`config.mk`:
```
export PLATFORM = sky130hd
export DESIGN_NAME = bram_stage_sequencer_flat
export DESIGN_NICKNAME = d
export VERILOG_FILES = /design/src/rtl/bram_stage_sequencer_pkg.sv /design/src/rtl/bram_stage_sequencer_if.sv /design/src/rtl/bram_stage_sequencer_next_enabled_idx.sv /design/src/rtl/bram_stage_sequencer.sv /design/src/flat_wrapper.sv
export SDC_FILE = /design/constraint.sdc
export NUM_CORES = 1
export LEC_CHECK = 0
export BUFFER_PORTS_ARGS = -buffer_cell sky130_fd_sc_hd__clkbuf_2
export CAP_MARGIN = 20
export CORE_ASPECT_RATIO = 0.75
export CORE_MARGIN = 2
export CORE_UTILIZATION = 30
export DETAILED_ROUTE_END_ITERATION = 8
export HOLD_SLACK_MARGIN = 0.1
export SYNTH_ARGS = -nofsm -noshare
export SYNTH_HDL_FRONTEND = slang
export SYNTH_SLANG_ARGS = --single-unit
```
`constraint.sdc`:
```
create_clock -name clk_i -period 2.1 [get_ports clk_i]
set_input_delay 0.105 -clock clk_i [delete_from_list [all_inputs] [get_ports clk_i]]
set_output_delay 0.105 -clock clk_i [all_outputs]
set_load 0.03 [all_outputs]
```
`src/rtl/bram_stage_sequencer_pkg.sv`:
```
// Shared types for the BRAM stage sequencer: FSM state encoding and stage-count limits.
package seq_pkg;

    localparam int unsigned MAX_STAGES = 8;
    localparam int unsigned IDX_W      = 3;

    // Encodings are visible on state_out, so they are pinned explicitly.
    typedef enum logic [2:0] {
        StIdle    = 3'd0,
        StLaunch  = 3'd1,
        StRun     = 3'd2,
        StAdvance = 3'd3,
        StFinish  = 3'd4,
        StError   = 3'd5
    } seq_state_e;

endpackage

```
`src/rtl/bram_stage_sequencer_if.sv`:
```
// Shared BRAM port owned by one sequenced stage at a time.
interface bram_stage_sequencer_if #(
    parameter int unsigned ADDR_W = 19,
    parameter int unsigned DATA_W = 3
);
    logic [ADDR_W-1:0] addr;
    logic [DATA_W-1:0] wdata;
    logic              we;

    modport master (output addr, output wdata, output we);
    modport slave  (input addr, input wdata, input we);
endinterface

```
`src/rtl/bram_stage_sequencer_next_enabled_idx.sv`:
```
// Priority search: lowest enabled stage index at or above from_i.
module next_enabled_idx
    import seq_pkg::*;
#(
    parameter int unsigned NUM_STAGES = 3
) (
    input  logic [NUM_STAGES-1:0] en_i,
    input  logic [IDX_W:0]        from_i,
    output logic [IDX_W-1:0]      idx_o,
    output logic                  none_left_o
);

    // Scan downwards so the lowest qualifying index is the last one written.
    always_comb begin
        idx_o       = '0;
        none_left_o = 1'b1;
        for (int i = NUM_STAGES - 1; i >= 0; i--) begin
            if (en_i[i] && (i >= int'(from_i))) begin
                idx_o       = IDX_W'(i);
                none_left_o = 1'b0;
            end
        end
    end

endmodule

```
`src/rtl/bram_stage_sequencer.sv`:
```
// Runs enabled stages in index order, muxing the single BRAM port to the active one.
// Optional per-stage watchdog enabled by defining STAGE_WATCHDOG_EN.
module bram_stage_sequencer
    import seq_pkg::*;
#(
    parameter int unsigned NUM_STAGES      = 3,
    parameter int unsigned ADDR_W          = 19,
    parameter int unsigned DATA_W          = 3,
    parameter int unsigned LAST_STAGE_HOLD = 1,
    parameter int unsigned TIMEOUT_CYCLES  = 2 ** 24
) (
    input  logic                         clk_i,
    input  logic                         rst_i,
    input  logic                         go_i,
    input  logic                         abort_i,
    input  logic [NUM_STAGES-1:0]        stage_en_i,
    output logic [NUM_STAGES-1:0]        stage_start_o,
    input  logic [NUM_STAGES-1:0]        stage_done_i,
    input  logic [NUM_STAGES*ADDR_W-1:0] stage_addr_i,
    input  logic [NUM_STAGES*DATA_W-1:0] stage_wdata_i,
    input  logic [NUM_STAGES-1:0]        stage_we_i,
    bram_stage_sequencer_if.master       bram_o,
    output logic [IDX_W-1:0]             active_stage_o,
    output logic                         busy_o,
    output logic                         seq_done_o,
    output logic                         error_o,
    output logic [2:0]                   state_out_o
);

    if (NUM_STAGES < 2 || NUM_STAGES > MAX_STAGES) begin : g_bad_num_stages
        $error("NUM_STAGES must be in 2..8");
    end
    if (TIMEOUT_CYCLES < 2) begin : g_bad_timeout
        $error("TIMEOUT_CYCLES must be at least 2");
    end

    seq_state_e        state_q, state_d;
    logic [IDX_W-1:0]  active_q, active_d;
    logic [ADDR_W-1:0] addr_q, addr_d;
    logic [DATA_W-1:0] wdata_q, wdata_d;
    logic              we_q, we_d;
    logic [2:0]        state_out_q;

    logic [IDX_W:0]    search_from;
    logic [IDX_W-1:0]  next_idx;
    logic              none_left;

    logic [ADDR_W-1:0] sel_addr;
    logic [DATA_W-1:0] sel_wdata;
    logic              sel_we;
    logic              sel_done;

    // From IDLE/ERROR search from stage 0, otherwise from the stage after the owner.
    assign search_from = (state_q == StIdle || state_q == StError) ? '0
                                                                   : {1'b0, active_q} + 1'b1;

    next_enabled_idx #(
        .NUM_STAGES (NUM_STAGES)
    ) u_next_idx (
        .en_i        (stage_en_i),
        .from_i      (search_from),
        .idx_o       (next_idx),
        .none_left_o (none_left)
    );

    always_comb begin
        sel_addr  = '0;
        sel_wdata = '0;
        sel_we    = 1'b0;
        sel_done  = 1'b0;
        for (int i = 0; i < NUM_STAGES; i++) begin
            if (active_q == IDX_W'(i)) begin
                sel_addr  = stage_addr_i[i*ADDR_W +: ADDR_W];
                sel_wdata = stage_wdata_i[i*DATA_W +: DATA_W];
                sel_we    = stage_we_i[i];
                sel_done  = stage_done_i[i];
            end
        end
    end

`ifdef STAGE_WATCHDOG_EN
    logic [31:0] wd_q, wd_d;
    logic        error_q, error_d;
    logic        wd_hit;
    logic        wd_exempt;

    assign wd_hit    = (wd_q == 32'(TIMEOUT_CYCLES - 1));
    assign wd_exempt = (LAST_STAGE_HOLD != 0) && none_left;

    always_comb begin
        wd_d = wd_q;
        if (state_q == StLaunch) begin
            wd_d = '0;
        end else if (state_q == StRun) begin
            wd_d = wd_q + 32'd1;
        end
    end

    always_ff @(posedge clk_i or posedge rst_i) begin
        if (rst_i) begin
            wd_q    <= '0;
            error_q <= 1'b0;
        end else begin
            wd_q    <= wd_d;
            error_q <= error_d;
        end
    end

    assign error_o = error_q;
`else
    assign error_o = 1'b0;
`endif

    always_comb begin
        state_d  = state_q;
        active_d = active_q;
`ifdef STAGE_WATCHDOG_EN
        error_d  = error_q;
`endif
        unique case (state_q)
            StIdle, StError: begin
                if (go_i) begin
`ifdef STAGE_WATCHDOG_EN
                    error_d = 1'b0;
`endif
                    if (none_left) begin
                        state_d = StFinish;
                    end else begin
                        active_d = next_idx;
                        state_d  = StLaunch;
                    end
                end
            end
            StLaunch: state_d = StRun;
            StRun: begin
                if (sel_done && !none_left) begin
                    state_d = StAdvance;
                end else if (sel_done && LAST_STAGE_HOLD == 0) begin
                    state_d = StFinish;
`ifdef STAGE_WATCHDOG_EN
                end else if (wd_hit && !wd_exempt) begin
                    state_d = StError;
                    error_d = 1'b1;
`endif
                end
            end
            StAdvance: begin
                // Mask may have changed since RUN; finish cleanly if nothing is left.
                if (none_left) begin
                    state_d = StFinish;
                end else begin
                    active_d = next_idx;
                    state_d  = StLaunch;
                end
            end
            StFinish: state_d = StIdle;
            default:  state_d = StIdle;
        endcase

        if (abort_i) begin
            state_d  = StIdle;
            active_d = active_q;
`ifdef STAGE_WATCHDOG_EN
            error_d  = error_q;
`endif
        end
    end

    // Writes only pass through while ownership is stable across the edge.
    always_comb begin
        addr_d  = addr_q;
        wdata_d = wdata_q;
        we_d    = 1'b0;
        if (state_q == StRun) begin
            addr_d  = sel_addr;
            wdata_d = sel_wdata;
            we_d    = (state_d == StRun) ? sel_we : 1'b0;
        end
    end

    always_ff @(posedge clk_i or posedge rst_i) begin
        if (rst_i) begin
            state_q     <= StIdle;
            active_q    <= '0;
            addr_q      <= '0;
            wdata_q     <= '0;
            we_q        <= 1'b0;
            state_out_q <= 3'd0;
        end else begin
            state_q     <= state_d;
            active_q    <= active_d;
            addr_q      <= addr_d;
            wdata_q     <= wdata_d;
            we_q        <= we_d;
            state_out_q <= state_q;
        end
    end

    always_comb begin
        stage_start_o = '0;
        for (int i = 0; i < NUM_STAGES; i++) begin
            stage_start_o[i] = (state_q == StLaunch) && !abort_i && (active_q == IDX_W'(i));
        end
    end

    assign bram_o.addr    = addr_q;
    assign bram_o.wdata   = wdata_q;
    assign bram_o.we      = we_q;
    assign active_stage_o = active_q;
    assign busy_o         = (state_q != StIdle);
    assign seq_done_o     = (state_q == StFinish);
    assign state_out_o    = state_out_q;

endmodule

```
`src/flat_wrapper.sv`:
```
// flat-port wrapper written by rule: the top's interface ports become plain ports
module bram_stage_sequencer_flat import seq_pkg::*;
#(
    parameter int unsigned NUM_STAGES      = 3,
    parameter int unsigned ADDR_W          = 19,
    parameter int unsigned DATA_W          = 3,
    parameter int unsigned LAST_STAGE_HOLD = 1,
    parameter int unsigned TIMEOUT_CYCLES  = 2 ** 24
)
  (clk_i, rst_i, go_i, abort_i, stage_en_i, stage_start_o, stage_done_i, stage_addr_i, stage_wdata_i, stage_we_i, active_stage_o, busy_o, seq_done_o, error_o, state_out_o, bram_o_addr, bram_o_wdata, bram_o_we);
  bram_stage_sequencer_if #(.ADDR_W(ADDR_W), .DATA_W(DATA_W)) bram_o_i ();
  input  logic clk_i;
  input  logic rst_i;
  input  logic go_i;
  input  logic abort_i;
  input  logic [NUM_STAGES-1:0] stage_en_i;
  output logic [NUM_STAGES-1:0] stage_start_o;
  input  logic [NUM_STAGES-1:0] stage_done_i;
  input  logic [NUM_STAGES*ADDR_W-1:0] stage_addr_i;
  input  logic [NUM_STAGES*DATA_W-1:0] stage_wdata_i;
  input  logic [NUM_STAGES-1:0] stage_we_i;
  output logic [IDX_W-1:0] active_stage_o;
  output logic busy_o;
  output logic seq_done_o;
  output logic error_o;
  output logic [2:0] state_out_o;
  output wire logic [$bits(bram_o_i.addr)-1:0] bram_o_addr;
  output wire logic [$bits(bram_o_i.wdata)-1:0] bram_o_wdata;
  output wire logic [$bits(bram_o_i.we)-1:0] bram_o_we;
  assign bram_o_addr = bram_o_i.addr;
  assign bram_o_wdata = bram_o_i.wdata;
  assign bram_o_we = bram_o_i.we;
  bram_stage_sequencer #(.NUM_STAGES(NUM_STAGES), .ADDR_W(ADDR_W), .DATA_W(DATA_W), .LAST_STAGE_HOLD(LAST_STAGE_HOLD), .TIMEOUT_CYCLES(TIMEOUT_CYCLES)) u_core (.clk_i(clk_i), .rst_i(rst_i), .go_i(go_i), .abort_i(abort_i), .stage_en_i(stage_en_i), .stage_start_o(stage_start_o), .stage_done_i(stage_done_i), .stage_addr_i(stage_addr_i), .stage_wdata_i(stage_wdata_i), .stage_we_i(stage_we_i), .bram_o(bram_o_i), .active_stage_o(active_stage_o), .busy_o(busy_o), .seq_done_o(seq_done_o), .error_o(error_o), .state_out_o(state_out_o));
endmodule
```
## Word-level counts from Yosys, hierarchy flattened

Cells that the tools add are included.

- Bits in registers: 32
- Bits of input ports: 79
- Word-level logic and storage cells: 66

- Reduce and logical (&&, ||, !) cells: 17
- Multiplexer cells: 29
- Bitwise logic cells: 1
- $add $sub $neg: 1
- Equal/unequal tests: 9
- $lt $le $gt $ge: 3

Operator list:

| operator | number |
|---|---|
| 2-to-1 mux 19 bit | 3 |
| 2-to-1 mux 3 bit | 11 |
| equality test 3 x 2 -> 1 bit (second input constant) | 4 |
| case mux 3 bit (4 select lines) | 1 |
| 2-to-1 mux 1 bit | 11 |
| >= comparator 1 x 4 -> 1 bit (first input constant) | 2 |
| logical AND 1 bit | 8 |
| equality test 3 x 1 -> 1 bit (second input constant) | 2 |
| equality test 3 bit (second input constant) | 2 |
| zero test 3 bit | 2 |
| case mux 3 bit (2 select lines) | 1 |
| adder 3 x 1 -> 4 bit (second input constant) | 1 |
| >= comparator 2 x 4 -> 1 bit (first input constant) | 1 |
| 2-to-1 mux 4 bit | 1 |
| AND reduction 3 bit | 1 |
| nonzero test 3 bit | 1 |
| zero test 1 bit | 2 |
| 2-to-1 mux 2 bit | 1 |
| inequality test 2 bit (second input constant) | 1 |
| nonzero test 2 bit | 1 |
| OR reduction 2 bit | 1 |
| logical OR 1 bit | 1 |
| inverter 1 bit | 1 |

## Depth between registers and ports, before layout

- Depth after elaboration: 16
- Depth in mapped cells: 9
- Gate-level depth less buffers: 7

## Cells and area by module

From an unflattened synthesis, not the netlist that was laid out.

- Cells, all modules: 212
- Area, all modules: 1955.6 µm²

Modules (own cells, without submodules):

| module | cells an instance | times used | area each (µm²) |
|---|---|---|---|
| bram_stage_sequencer | 198 | 1 | 1874.3 |
| next_enabled_idx | 14 | 1 | 81.3 |

## Worst setup path after synthesis

No wires, ideal clock.

- Path kind: register to register
- Start point: register u_core.active_q[0] (netlist: u_core.active_stage_o[0])
- End point: register u_core.state_q[0]
- Period minus slack after synthesis: 2.103 ns
- Path buffers: 0
- Setup time: 0.069 ns
- Data required time: 2.031 ns
- Data arrival time: 2.034 ns
- Slack: -0.003 ns
- Stages on the path, launching flop included: 8
- Cell sequence: dfrtp_1 > inv_1 > ha_1 > nor2_2 > o21ai_0 > o21a_1 > or4_1 > nand3_1

- Longest elaborated chain between the ends: 12
- Elaborated cells on any way between the ends: 24

RTL lines:

| item | line | source |
|---|---|---|
| start: declaration | bram_stage_sequencer.sv:38 | `logic [IDX_W-1:0] active_q, active_d;` |
| start signal: assignment | bram_stage_sequencer.sv:191 | `active_q <= active_d;` |
| adder 3 x 1 -> 4 bit | bram_stage_sequencer.sv:55 | `: {1'b0, active_q} + 1'b1;` |
| 2-to-1 mux 4 bit | bram_stage_sequencer.sv:54 | `assign search_from = (state_q == StIdle \|\| state_q == StError) ? '0` |
| >= comparator 2 x 4 -> 1 bit | bram_stage_sequencer_next_enabled_idx.sv:18 | `if (en_i[i] && (i >= int'(from_i))) begin` |
| logical AND 1 bit | bram_stage_sequencer_next_enabled_idx.sv:18 |  |
| 2-to-1 mux 1 bit (3 in series) | bram_stage_sequencer_next_enabled_idx.sv:18 |  |
| zero test 1 bit | bram_stage_sequencer.sv:136 | `if (sel_done && !none_left) begin` |
| logical AND 1 bit | bram_stage_sequencer.sv:136 |  |
| 2-to-1 mux 3 bit | bram_stage_sequencer.sv:136 |  |
| case mux 3 bit (4 select lines) * | bram_stage_sequencer.sv:120 | `unique case (state_q)` |
| 2-to-1 mux 3 bit * | bram_stage_sequencer.sv:160 | `if (abort_i) begin` |
| named net u_core.state_d[0] | bram_stage_sequencer.sv:37 | `seq_state_e state_q, state_d;` |
| end signal: assignment | bram_stage_sequencer.sv:183 | `state_q <= StIdle;` |
| end signal: assignment | bram_stage_sequencer.sv:190 | `state_q <= state_d;` |
| end: declaration | bram_stage_sequencer.sv:37 |  |

The timed path passes the listed nets; every way through them passes the cells marked *.
A chain may end at the register's enable or synchronous reset.

## Final worst setup path

Ends and elaborated chain as after synthesis.

==> impl_metrics.ini <==
[run_status]
outcome = completed

[worst_setup_path]
cp_data_arrival_time_ns = 2.14
cp-start-kind = flip-flop
reg2reg_from = u_core.active_stage_o[0]
worstPathMaxFanout = 6
endpoint_kind = flip-flop
required_ns = 2.31
path_class = reg2reg
critPathLaunch = u_core.active_stage_o[0]

[power_and_ir_drop]
peakVddDrop_v = 0.000514
p_switching_uw = 2060
cellLeakagePower_uw = 0.00135
power_frac_clock_pct = 11.3
p_seq_share_pct = 25.4
switching_share_pct = 49.5
combPwrFrac_pct = 63.3
total_power_uw = 4170
p_per_area_mw_per_mm2 = 1590
p_int_uw = 2110

[die]
die_w_um = 95.3
core-area_mm2 = 0.00592
die_h_um = 72.5
die_area_mm2 = 0.00691
ios = 114
rows = 24
initial_core_util_pct = 31.7

[finish]
antenna_cells = 0
drive_gt1_share_pct = 42.6
final_common_cell = clkbuf_2
nets = 407
synthToLayoutAreaGrowth_pct = 39.6
layout_common_cells = clkbuf_2, o21ai_0, dfrtp_1, nand2_1, a221o_1
fin_area_mm2 = 0.00262
nFillCells = 606

[placement]
io_buffers = 111
place_area_mm2 = 0.00251
gp_congestion = 0.915
pre_cts_ws_ns = 0.0403
hpwl_um = 4390

[clock_network]
cts_tree = done
clk_pin_slew_ns = 0.07
cts_buffer_depth = 2
htree_levels = 2
clk_latency_ns = 0.28
cts_sinks = 31
cts_inserted_buffers = 5
cts-root-buf = clkbuf_8

[yosys]
synth.area.mux_share_pct = 0
avgSynthCellArea_um2 = 8.85
synth_compound_area_share_pct = 32.6
syn_area_mm2 = 0.00188
synth-xor-area-share_pct = 1.33
synth_fa_ha_area_share_pct = 2.67
async_flop_share_pct = 100
synth-main-ff-cell = dfrtp_1
ys_seq_area_share_pct = 41.3
yosys_warnings = 0
synth_top_family_by_area = compound AO/OA/AOI/OAI gates
synth.ff_latch_count = 31
synth_edf_count = 0
synth_cells = 212
synth_simple_gate_area_share_pct = 15.1
synth.distinct_cells = 43

[job]
drv_cap = 0

[sta]
holdWs_ns = 0.111
worst_pin_slew_ns = 0.622
max_slew_margin_pct = 58.2
finClkSkew_ns = 0.00584
period_needed_ns = 1.93
rsz0062_at_grt = no
setup_ws_ns = 0.171
hold_viol_final = 0
tns_ns = 0
period_share_pct = 91.9
setup_viol = 0
fmax_ghz = 0.518
finalMaxSlewViolations = 0

[route]
drc = 0
wire_per_inst_um = 14.1
ant_nets = 0
vias = 1986
first_iter_violations = 66
routed_wirelength_um = 5680
first_pass_iters = 5
via_per_inst = 4.94

[global_route]
grt_pass1_vias = 1945
grt_max_degree = 32
antenna_found_initial = 0
grt_pass1_wl_um = 9250
grt_usage_pct = 17.3
overflow = 0

[worst_hold_path]
hold_path_class = in2reg
hp-start = stage_addr_i[41]
## state kept, by name (all words and copies together), names as in the netlist
signal and count:
u_core.bram_o.addr 19, u_core.active_stage_o 2, u_core.state_q 3, u_core.state_out_o 3, u_core.bram_o.wdata 3, u_core.bram_o.we 1
## logic make-up (layout without fill, tap and decap cells)
group | Yosys count | in the layout
buffers and inverters | 27 | 138
XOR/XNOR | 2 | 2
other | 1 | 2
flip-flops | 31 | 31
adder cells (fa/ha/maj) | 4 | 4
AND/OR/NAND/NOR | 58 | 58
AO/OA/AOI/OAI | 89 | 89
## per-layer routing
layer | wire (um) | track usage, % | part of all wire, % | vias to the layer above
met4 | 71 | 5.15 | 1.3 | 0
met2 | 2420 | 26.9 | 43 | 86
met5 | 0 | 0 | 0 | -
met3 | 515 | 5.40 | 9.1 | 10
li1 | - | - | - | 1001
met1 | 2670 | 23.0 | 47 | 889
## power groups by stage
stage          combinational, uW  sequential (uW)  clock [uW]
6_report                    2640             1060         471
5_1_grt                     2950             1100         518
4_1_cts                     2670             1060         490
3_5_place_dp                2660             1070           0
3_3_place_gp                2630             1050           0
2_1_floorplan               1460             1480           0
## metrics by stage
| stage | utilization (%) | instances |
|---|---|---|
| 6_report | 44.3 | 402 |
| 5_1_grt | 44.3 | 402 |
| 4_1_cts | 44.3 | 402 |
| 3_5_place_dp | 42.5 | 393 |
| 3_3_place_gp | 42.5 | 393 |
| 2_1_floorplan | - | 213 |
## final timing paths
kind | slack [ns] | to | cells past startpoint
max in group asynchronous | 1.35 | u_core.active_stage_o[0] | 4
worst max-delay path | 0.17 | u_core.state_q[0] | 7
worst min register to register | 0.48 | u_core.bram_o.addr[17] | 2
min in group asynchronous | 0.44 | u_core.state_out_o[1] | 4
worst min-delay path | 0.11 | u_core.bram_o.addr[3] | 3
worst max register to register | 0.17 | u_core.state_q[0] | 7
## synthesized netlist by cell type (all sizes together) (2+ instances only)
library cell	n	area, um^2
ha	4	50.1
or2	2	15.0
inv	8	30.0
nand2b	2	12.5
o22ai	2	12.5
buf	9	60.1
nor2	8	32.5
and3	2	13.8
a21oi	6	30.0
nand3	2	10.0
and2	3	18.8
clkbuf	10	37.5
o21ai	48	240
nor3	4	20.0
nor2b	3	21.3
nand2	27	101
o21a	2	15.0
dfrtp	31	776
a311oi	2	23.8
a221o	22	220
## worst max-delay path: stages (launching register included)
cell and delay [ns]:
dfrtp_2 0.44, inv_2 0.11, ha_1 0.26, nor2_2 0.18, o21ai_1 0.15, o21a_1 0.15, or4_1 0.47, nand3_1 0.10
## cell type report
| cell class | count | area [um^2] | share of cell area (%) |
|---|---|---|---|
| tap | 78 | 97.6 | 3.72 |
| sequential | 31 | 777 | 29.7 |
| timing repair buffer | 123 | 651 | 24.8 |
| clock buffer | 6 | 82.6 | 3.15 |
| multi-input combinational | 155 | 977 | 37.3 |
| clock inverter | 1 | 5.00 | 0.191 |
| inverter | 8 | 30.0 | 1.15 |
## timing repair
item                                    4_1_cts  5_1_grt
resized for setup                             0        2
setup buffers                                 0        0
endpoints found under the setup margin        0        1
hold endpoints to repair                     34        0
hold buffers                                  2        0
No activity file was read; power rests on OpenSTA's default activity.
